**config.mk**
```make
export PLATFORM = sky130hd
export DESIGN_NAME = fusion_mac_unit
export DESIGN_NICKNAME = d
export VERILOG_FILES = /design/src/rtl/fusion_mac_unit.sv
export SDC_FILE = /design/constraint.sdc
export NUM_CORES = 1
export LEC_CHECK = 0
export ABC_AREA = 1
export ABC_CLOCK_PERIOD_IN_PS = 5350
export CAP_MARGIN = 25
export CORE_UTILIZATION = 40
export DETAILED_ROUTE_END_ITERATION = 12
export PLACE_DENSITY = 0.59
export SYNTH_ARGS = -nofsm -noshare
export SYNTH_HDL_FRONTEND = slang
export SYNTH_SLANG_ARGS = --single-unit
export TNS_END_PERCENT = 20
```
**constraint.sdc**
```tcl
create_clock -name clk -period 5.35 [get_ports clk]
set_input_delay 1.07 -clock clk [delete_from_list [all_inputs] [get_ports clk]]
set_output_delay 1.07 -clock clk [all_outputs]
set_load 0.03 [all_outputs]
```
**src/rtl/fusion_mac_unit.sv**
```systemverilog
// fusion_mac_unit
// Runtime-reconfigurable bit-fusion multiply-accumulate element. One 8-bit
// activation/weight pair per beat is split into 1 (8b), 2 (4b) or 4 (2b)
// lanes. Each lane multiplies, then accumulates over a tile of cfg_len beats
// on top of a bias sampled on the first beat. Two pipeline stages:
// product register, then accumulator.
//
// Ports:
//   clk, rst_n                 clock, asynchronous active-low reset
//   cfg_valid/cfg_ready        tile configuration handshake (IDLE only)
//   cfg_mode                   00=8b, 01=4b, 10=2b, 11 treated as 8b
//   cfg_s_in, cfg_s_weight     operand signedness
//   cfg_len                    beats per tile (0 behaves as 1)
//   in_valid/in_ready          beat handshake (ACCUM only)
//   in_data, weight            packed lane operands, lane 0 in the LSBs
//   psum_in                    per-lane bias, sampled on the first beat
//   out_valid/out_ready        tile result handshake (DONE only)
//   psum_out                   packed per-lane accumulators, registered
//   busy                       high whenever not IDLE
module fusion_mac_unit #(
    parameter int ACC_WIDTH = 24,
    parameter int LEN_WIDTH = 8,
    parameter bit SATURATE  = 1'b0
) (
    input  logic                   clk,
    input  logic                   rst_n,
    input  logic                   cfg_valid,
    output logic                   cfg_ready,
    input  logic [1:0]             cfg_mode,
    input  logic                   cfg_s_in,
    input  logic                   cfg_s_weight,
    input  logic [LEN_WIDTH-1:0]   cfg_len,
    input  logic                   in_valid,
    output logic                   in_ready,
    input  logic [7:0]             in_data,
    input  logic [7:0]             weight,
    input  logic [4*ACC_WIDTH-1:0] psum_in,
    output logic                   out_valid,
    input  logic                   out_ready,
    output logic [4*ACC_WIDTH-1:0] psum_out,
    output logic                   busy
);

    typedef enum logic [1:0] {
        IDLE  = 2'd0,
        ACCUM = 2'd1,
        FLUSH = 2'd2,
        DONE  = 2'd3
    } state_t;

    localparam logic [1:0] MODE_8B = 2'b00;
    localparam logic [1:0] MODE_4B = 2'b01;
    localparam logic [1:0] MODE_2B = 2'b10;

    localparam logic signed [ACC_WIDTH-1:0] SAT_MAX = {1'b0, {(ACC_WIDTH-1){1'b1}}};
    localparam logic signed [ACC_WIDTH-1:0] SAT_MIN = {1'b1, {(ACC_WIDTH-1){1'b0}}};

    state_t               state_reg, state_next;
    logic [1:0]           mode_reg;
    logic                 s_in_reg, s_w_reg;
    logic [LEN_WIDTH-1:0] len_reg, cnt_reg;
    logic                 v1_reg, first_reg;
    logic                 cfg_fire, in_fire, last_beat, first_beat;

    assign cfg_fire   = cfg_valid & cfg_ready;
    assign in_fire    = in_valid & in_ready;
    assign first_beat = (cnt_reg == '0);
    // len_reg is never 0, so len-1 is the index of the final beat
    assign last_beat  = (cnt_reg == len_reg - LEN_WIDTH'(1));

    // ------------------------------------------------------------------
    // Control FSM
    // ------------------------------------------------------------------
    always_ff @(posedge clk or negedge rst_n) begin
        if (!rst_n) begin
            state_reg <= IDLE;
        end else begin
            state_reg <= state_next;
        end
    end

    always_comb begin
        state_next = state_reg;
        cfg_ready  = 1'b0;
        in_ready   = 1'b0;
        out_valid  = 1'b0;
        busy       = 1'b1;
        case (state_reg)
            IDLE: begin
                cfg_ready = 1'b1;
                busy      = 1'b0;
                if (cfg_valid) begin
                    state_next = ACCUM;
                end
            end
            ACCUM: begin
                in_ready = 1'b1;
                if (in_valid && last_beat) begin
                    state_next = FLUSH;
                end
            end
            FLUSH: begin
                // lets the last beat drain through the accumulator stage
                state_next = DONE;
            end
            DONE: begin
                out_valid = 1'b1;
                if (out_ready) begin
                    state_next = IDLE;
                end
            end
            default: begin
                state_next = IDLE;
            end
        endcase
    end

    // ------------------------------------------------------------------
    // Tile configuration and beat counter
    // ------------------------------------------------------------------
    always_ff @(posedge clk or negedge rst_n) begin
        if (!rst_n) begin
            mode_reg <= MODE_8B;
            s_in_reg <= 1'b0;
            s_w_reg  <= 1'b0;
            len_reg  <= LEN_WIDTH'(1);
            cnt_reg  <= '0;
        end else if (cfg_fire) begin
            mode_reg <= (cfg_mode == 2'b11) ? MODE_8B : cfg_mode;
            s_in_reg <= cfg_s_in;
            s_w_reg  <= cfg_s_weight;
            len_reg  <= (cfg_len == '0) ? LEN_WIDTH'(1) : cfg_len;
            cnt_reg  <= '0;
        end else if (in_fire) begin
            cnt_reg <= cnt_reg + LEN_WIDTH'(1);
        end
    end

    // Stage-1 qualifiers shared by all lanes
    always_ff @(posedge clk or negedge rst_n) begin
        if (!rst_n) begin
            v1_reg    <= 1'b0;
            first_reg <= 1'b0;
        end else begin
            v1_reg    <= in_fire;
            first_reg <= in_fire & first_beat;
        end
    end

    // ------------------------------------------------------------------
    // Per-lane datapath
    // ------------------------------------------------------------------
    for (genvar gi = 0; gi < 4; gi++) begin : gen_lane
        logic signed [8:0]           a_8, w_8, a_4, w_4, a_2, w_2;
        logic signed [8:0]           a_ext, w_ext;
        logic                        lane_active;
        logic signed [16:0]          prod_w;
        logic signed [ACC_WIDTH-1:0] prod_lane, prod_reg, bias_reg, acc_reg;
        logic signed [ACC_WIDTH-1:0] base, acc_sum, acc_next, psum_reg;
        logic signed [ACC_WIDTH:0]   sum_ext;

        // Operand slices extended to a common 9-bit signed form so one
        // signed multiplier covers every mode and sign combination.
        if (gi == 0) begin : gen_op8
            assign a_8 = {s_in_reg & in_data[7], in_data};
            assign w_8 = {s_w_reg & weight[7], weight};
        end else begin : gen_op8_none
            assign a_8 = '0;
            assign w_8 = '0;
        end

        if (gi < 2) begin : gen_op4
            assign a_4 = {{5{s_in_reg & in_data[4*gi+3]}}, in_data[4*gi +: 4]};
            assign w_4 = {{5{s_w_reg & weight[4*gi+3]}}, weight[4*gi +: 4]};
        end else begin : gen_op4_none
            assign a_4 = '0;
            assign w_4 = '0;
        end

        assign a_2 = {{7{s_in_reg & in_data[2*gi+1]}}, in_data[2*gi +: 2]};
        assign w_2 = {{7{s_w_reg & weight[2*gi+1]}}, weight[2*gi +: 2]};

        always_comb begin
            a_ext       = a_8;
            w_ext       = w_8;
            lane_active = (gi == 0);
            case (mode_reg)
                MODE_4B: begin
                    a_ext       = a_4;
                    w_ext       = w_4;
                    lane_active = (gi < 2);
                end
                MODE_2B: begin
                    a_ext       = a_2;
                    w_ext       = w_2;
                    lane_active = 1'b1;
                end
                default: begin
                    a_ext       = a_8;
                    w_ext       = w_8;
                    lane_active = (gi == 0);
                end
            endcase
        end

        // Largest magnitude product is 255*255, which fits 17-bit signed.
        assign prod_w    = 17'(a_ext * w_ext);
        assign prod_lane = lane_active ? ACC_WIDTH'(prod_w) : '0;

        // Stage 1: product and (first beat only) bias
        always_ff @(posedge clk or negedge rst_n) begin
            if (!rst_n) begin
                prod_reg <= '0;
                bias_reg <= '0;
            end else if (in_fire) begin
                prod_reg <= prod_lane;
                if (first_beat) begin
                    bias_reg <= lane_active ? psum_in[ACC_WIDTH*gi +: ACC_WIDTH] : '0;
                end
            end
        end

        // Stage 2: accumulate with one guard bit for overflow detection
        assign base    = first_reg ? bias_reg : acc_reg;
        assign sum_ext = {base[ACC_WIDTH-1], base} + {prod_reg[ACC_WIDTH-1], prod_reg};

        always_comb begin
            acc_sum = sum_ext[ACC_WIDTH-1:0];
            if (SATURATE && (sum_ext[ACC_WIDTH] != sum_ext[ACC_WIDTH-1])) begin
                acc_sum = sum_ext[ACC_WIDTH] ? SAT_MIN : SAT_MAX;
            end
        end

        assign acc_next = v1_reg ? acc_sum : acc_reg;

        always_ff @(posedge clk or negedge rst_n) begin
            if (!rst_n) begin
                acc_reg <= '0;
            end else begin
                acc_reg <= acc_next;
            end
        end

        // The final beat lands in acc_next during FLUSH, so capture it
        // directly rather than waiting a further cycle for acc_reg.
        always_ff @(posedge clk or negedge rst_n) begin
            if (!rst_n) begin
                psum_reg <= '0;
            end else if (state_reg == FLUSH) begin
                psum_reg <= lane_active ? acc_next : '0;
            end
        end

        assign psum_out[ACC_WIDTH*gi +: ACC_WIDTH] = psum_reg;
    end

endmodule

```
# ---- Word level (Yosys, flattened, before mapping)
# Cells that the tools add are included.
# W data, S select, Z words.
dict set report totals {
  register_bits 401
  out_inout_bits 100
  wordCells 102
}
dict set report classes {
  n_addsub 6
  multipliers 4
  eq_ne 10
  n_mux 39
  bitwise_logic 11
  n_reduce_logical 8
}
# cell count
set op_table {}
lappend op_table {{$mux W24} 17}
lappend op_table {{$add A24 B24 Y24} 3}
lappend op_table {{$pmux W9 S2} 4}
lappend op_table {{$mul A9 B9 Y17} 4}
lappend op_table {{$mux W9} 4}
lappend op_table {{$add A24 B17 Y24} 1}
lappend op_table {{$mux W8} 3}
lappend op_table {{$logic_not A8 Y1} 2}
lappend op_table {{$and A1 B1 Y1} 11}
lappend op_table {{$add A8 B1 Y8 const B} 1}
lappend op_table {{$eq A2 B2 Y1 const B} 4}
lappend op_table {{$eq A8 B8 Y1} 1}
lappend op_table {{$mux W2} 4}
lappend op_table {{$pmux W2 S4} 1}
lappend op_table {{$sub A8 B1 Y8 const B} 1}
lappend op_table {{$mux W1} 6}
lappend op_table {{$ne A2 B2 Y1 const B} 3}
lappend op_table {{$eq A2 B1 Y1 const B} 2}
lappend op_table {{$reduce_and A3 Y1} 1}
lappend op_table {{$logic_not A2 Y1} 1}
lappend op_table {{$reduce_and A2 Y1} 1}
lappend op_table {{$reduce_bool A2 Y1} 1}
lappend op_table {{$reduce_or A2 Y1} 1}
lappend op_table {{$logic_and A1 B1 Y1} 1}

# ---- Depth between registers and ports, before layout
dict set report depth {
  ltp_word 5
  mapped_depth 29
}

# ---- Worst setup path before layout
# Ideal clock, no wire load.
dict set report synth_timing {
  path_type {input-to-reg}
  start {input port weight[1]}
  end {register gen_lane[0].prod_reg[15]}
  arrival_time_ps 5547
  t_required_ps 5268
  setup_slack_ps -279
  cell_stages 19
  path_cell_list {buf_2 -> nand3_1 -> o22ai_1 -> nand2_1 -> fa_1 -> inv_1 -> fa_1 -> fa_1 -> fa_1 -> inv_1 -> fa_1 -> inv_1 -> ha_1 -> a21oi_1 -> o21ai_0 -> nand2_1 -> nand4_1 -> or2_2 -> a31oi_1}
}
dict set report synth_via {
  elab_chain_len 3
}
# element line_no
set synth_rtl {}
lappend synth_rtl {{from (decl)} 36} ;# input logic [7:0] weight,
lappend synth_rtl {{$and A1 B1 Y1} 181} ;# assign w_2 = {{7{s_w_reg & weight[2*gi+1]}}, weight[2*gi +: 2]};
lappend synth_rtl {{$pmux W9 S2 *} 187} ;# case (mode_reg)
lappend synth_rtl {{$mul A9 B9 Y17 *} 207} ;# assign prod_w = 17'(a_ext * w_ext);
lappend synth_rtl {{to (signal assigned)} 216} ;# prod_reg <= prod_lane;
lappend synth_rtl {{to (decl)} 158} ;# logic signed [ACC_WIDTH-1:0] prod_lane, prod_reg, bias_reg, acc_reg;
# Mark *: on every way between the ends. The rest lies on a longest branch, timed or not.
# A chain may end at the register's enable or synchronous reset.

# ---- Worst setup path in the final report
dict set report layout_timing {
  start {register mode_reg[1]}
  end {register gen_lane[0].prod_reg[15]}
}
dict set report layout_via {
  elab_chain_len 3
  word_cells_on_any_way 5
  cone_classes {1 x mul; 2 x eq/ne; 2 x mux}
}
# element line_no
set layout_rtl {}
lappend layout_rtl {{from (decl)} 59} ;# logic [1:0] mode_reg;
lappend layout_rtl {{from (signal assigned)} 129} ;# mode_reg <= (cfg_mode == 2'b11) ? MODE_8B : cfg_mode;
lappend layout_rtl {{$eq A2 B2 Y1 or $eq A2 B1 Y1 (tied branches)} 187}
lappend layout_rtl {{$pmux W9 S2} 187}
lappend layout_rtl {{$mul A9 B9 Y17 *} 207}
# Marks and branches as above.

==> out/qor.txt <==
Worst Setup Start Kind = flip-flop
Slew @ Worst Pin = 1078 ps
Share of cells above drive strength 1 = 11.70%
Synth Flop Type = dfrtp_1
Port-buffer cells = 228
Number of global-route vias before repair = 27190
Yosys top cell area share = 30.93%
Endpoints failing hold = 0
Placed inst area = 35960 um2
Post-placement cell count = 5611
CP arrival = 5720 ps
Post-synthesis cell type count = 47
Synth Cell Area = 30670 um2
Starting Density = 40.38%
Via density = 4.913
TritonCTS buffer count = 49
Die width = 278.9 um
CTS tree = built
Final #Nets = 5183
Setup crit start = mode_reg[1]$_DFFE_PN0P_
Layout area overhead = 25.73%
Post-synthesis async set-or-reset flop share = 100.0%
Status = complete, no violations
Grt ovf = 0
Hold buffers post-CTS = 0
Post-synth net total = 4737
Setup TNS = 0 ps
Count of pins over their slew limit = 0
Die ar. = 77780 um2
Synthesized flop and latch total = 380
RSZ-0062 raised after global routing = true
Initial antenna violation count = 7
DRT antenna net count = 0
Critical Path Sink = gen_lane[0].prod_reg[15]$_DFFE_PN0P_
Largest area contributor in the netlist = dfrtp_1
CTS max path bufs = 3
Drt drc = 0
Post-synth EDFFs = 0
Seq/Total Area, Yosys = 31.01%
Detailed-placement wirelength estimate = 70900 um
I/O pins = 229
Row count = 101
MaxCap Viol Count = 0
Setup violations, final = 0
Fmax = 0.1926 GHz
Slew headroom = 28.14%
Reg clk slew, reported paths = 60 ps
Post-Route WL = 92890 um
Tot GR Track Use = 23.90%
Final min period = 5192 ps
Tcrit/Tclk final = 97.05%
Worst Skew = 22.91 ps
DRT Pass-1 Iters = 5
Crit path required time = 5880 ps
Antenna Cells = 0
Global-route wire length before repair = 147700 um
Clk sinks = 380
Hold Crit Start = gen_lane[0].bias_reg[7]$_DFFE_PN0P_
Placer congestion estimate = 0.9523
Via count = 28110
Post-Syn Instances = 4207
Worst Hold Class = flip-flop to flip-flop
Clock Latency Late Sink = 620 ps
Core ar. = 75950 um2
Critical Path End Type = flip-flop
Largest net degree at the start of global routing = 107
FF-to-FF Start = mode_reg[1]$_DFFE_PN0P_
CP Class = flip-flop to flip-flop
CTS HTree Levels = 2
Top post-synthesis cells by area = dfrtp_1 31%, nand2_1 17%, ha_1 10%
Mean area per synthesized cell = 7.289 um2
End of the worst register-to-register path = gen_lane[0].prod_reg[15]$_DFFE_PN0P_
Cells on worst reg2reg path = 23
Crit-path max FO = 7
Drt first-iter violations = 1565
CTS Root Cell = clkbuf_16
Post-Layout Cell Count = 5721
Chip height = 278.9 um
Avg WL per Cell = 16.24 um
Worst reg2reg setup slack = 160 ps
Warnings, synthesis = 0
Fin area = 38560 um2
## cell usage in the layout (no fill, tap or decap), types with 30 or more instances in the layout
cell / netlist / final
nand2_1: 1383 / 1362
inv_1: 647 / 625
dfrtp_1: 379 / 377
nand3_1: 311 / 300
buf_4: 1 / 257
nor2_1: 262 / 250
ha_1: 250 / 224
clkdlybuf4s50_1: 0 / 217
o21ai_0: 189 / 176
fa_1: 151 / 146
a21oi_1: 140 / 127
nand4_1: 62 / 62
clkbuf_16: 0 / 49
and2_1: 41 / 41
a22o_1: 37 / 37
inv_2: 11 / 30
## logic make-up (layout without fill, tap and decap cells)
kind of cell,count (synthesis),after routing,share of synthesized area (%)
adders and majority gates,401,401,20.06
AOI/OAI and AO/OA,479,479,8.976
muxes,15,15,0.5508
and+or+nand+nor,2110,2110,28.36
xor gates and xnor gates,52,52,1.485
DFF,380,380,31.01
buffers and inverters,770,1254,9.555
## synthesized netlist by cell type, drive strengths merged (13+ instances only)
cell type	instances
nand2	1389
inv	658
dfrtp	379
nand3	313
nor2	267
ha	250
o21ai	208
fa	151
a21oi	141
nand4	62
clkbuf	60
buf	50
and2	41
a22o	37
xor2	30
nor3	22
xnor2	22
a21boi	20
o22ai	17
mux2	15
o21bai	15
a31oi	13
## repair_timing
item | CTS | global route
resized for setup | 22 | 150
cloned | 0 | 0
pin swaps | 7 | 55
setup buffers | 1 | 19
setup endpoints to repair | 12 | 34
## worst max-delay path, cell delays in order, from the launching register on
cell and delay, ps:
dfrtp_1 400, buf_6 130, ha_4 330, clkinv_8 90
buf_8 140, or2_4 250, nand2_4 70, inv_4 40
nand2_2 50, fa_1 430, fa_1 520, inv_1 50
fa_1 460, fa_1 510, inv_1 50, fa_1 480
inv_2 50, ha_4 260, a21oi_4 140, o21ai_1 90
nand2_1 70, nand4_1 100, or2_2 290, a31oi_1 120
## per-layer routing
metal | GRT usage [%] | up-vias | part of all wire, %
li1 | - | 14210 | -
met1 | 34.89 | 13220 | 49
met2 | 36.52 | 559 | 43
met3 | 4.042 | 118 | 5.1
met4 | 5.988 | 10 | 2.4
met5 | 0 | - | 0.059
## how the worst min path moves through the flow
stage | to | slack (ps) | cells past startpoint
6_report | gen_lane[0].bias_reg[7]$_DFFE_PN0P_ | 470 | 2
5_1_grt | gen_lane[0].bias_reg[16]$_DFFE_PN0P_ | 490 | 2
4_1_cts | gen_lane[0].bias_reg[7]$_DFFE_PN0P_ | 470 | 2
3_5_place_dp | gen_lane[0].bias_reg[7]$_DFFE_PN0P_ | 460 | 2
3_3_place_gp | gen_lane[0].bias_reg[8]$_DFFE_PN0P_ | 460 | 2
2_1_floorplan | gen_lane[0].bias_reg[11]$_DFFE_PN0P_ | 440 | 2
## area by class of cell
class                      instances  area (um2)
multi-input combinational       3057       19000
fill                            7491       37390
clock inverter                    27       329.1
clock buffer                      62        1355
inverter                         660        2499
timing repair buffer             505        4571
sequential                       380        9518
tap                             1030        1289
## per-stage QoR
step / util, % / hold slack, ps / worst slack (ps)
global route: 50.77 / 490.5 / -59.28
floorplan: - / 436.4 / -26.26
global placement: 47.34 / 456.4 / -707.5
CTS: 49.69 / 473.5 / -15.38
detailed placement: 47.34 / 458.2 / -785.6
finish: 50.77 / 470.0 / 158.0
Power is left out: the tool's default activity adds up to more than one toggle a clock period on the data nets, which glitch-free logic cannot reach.
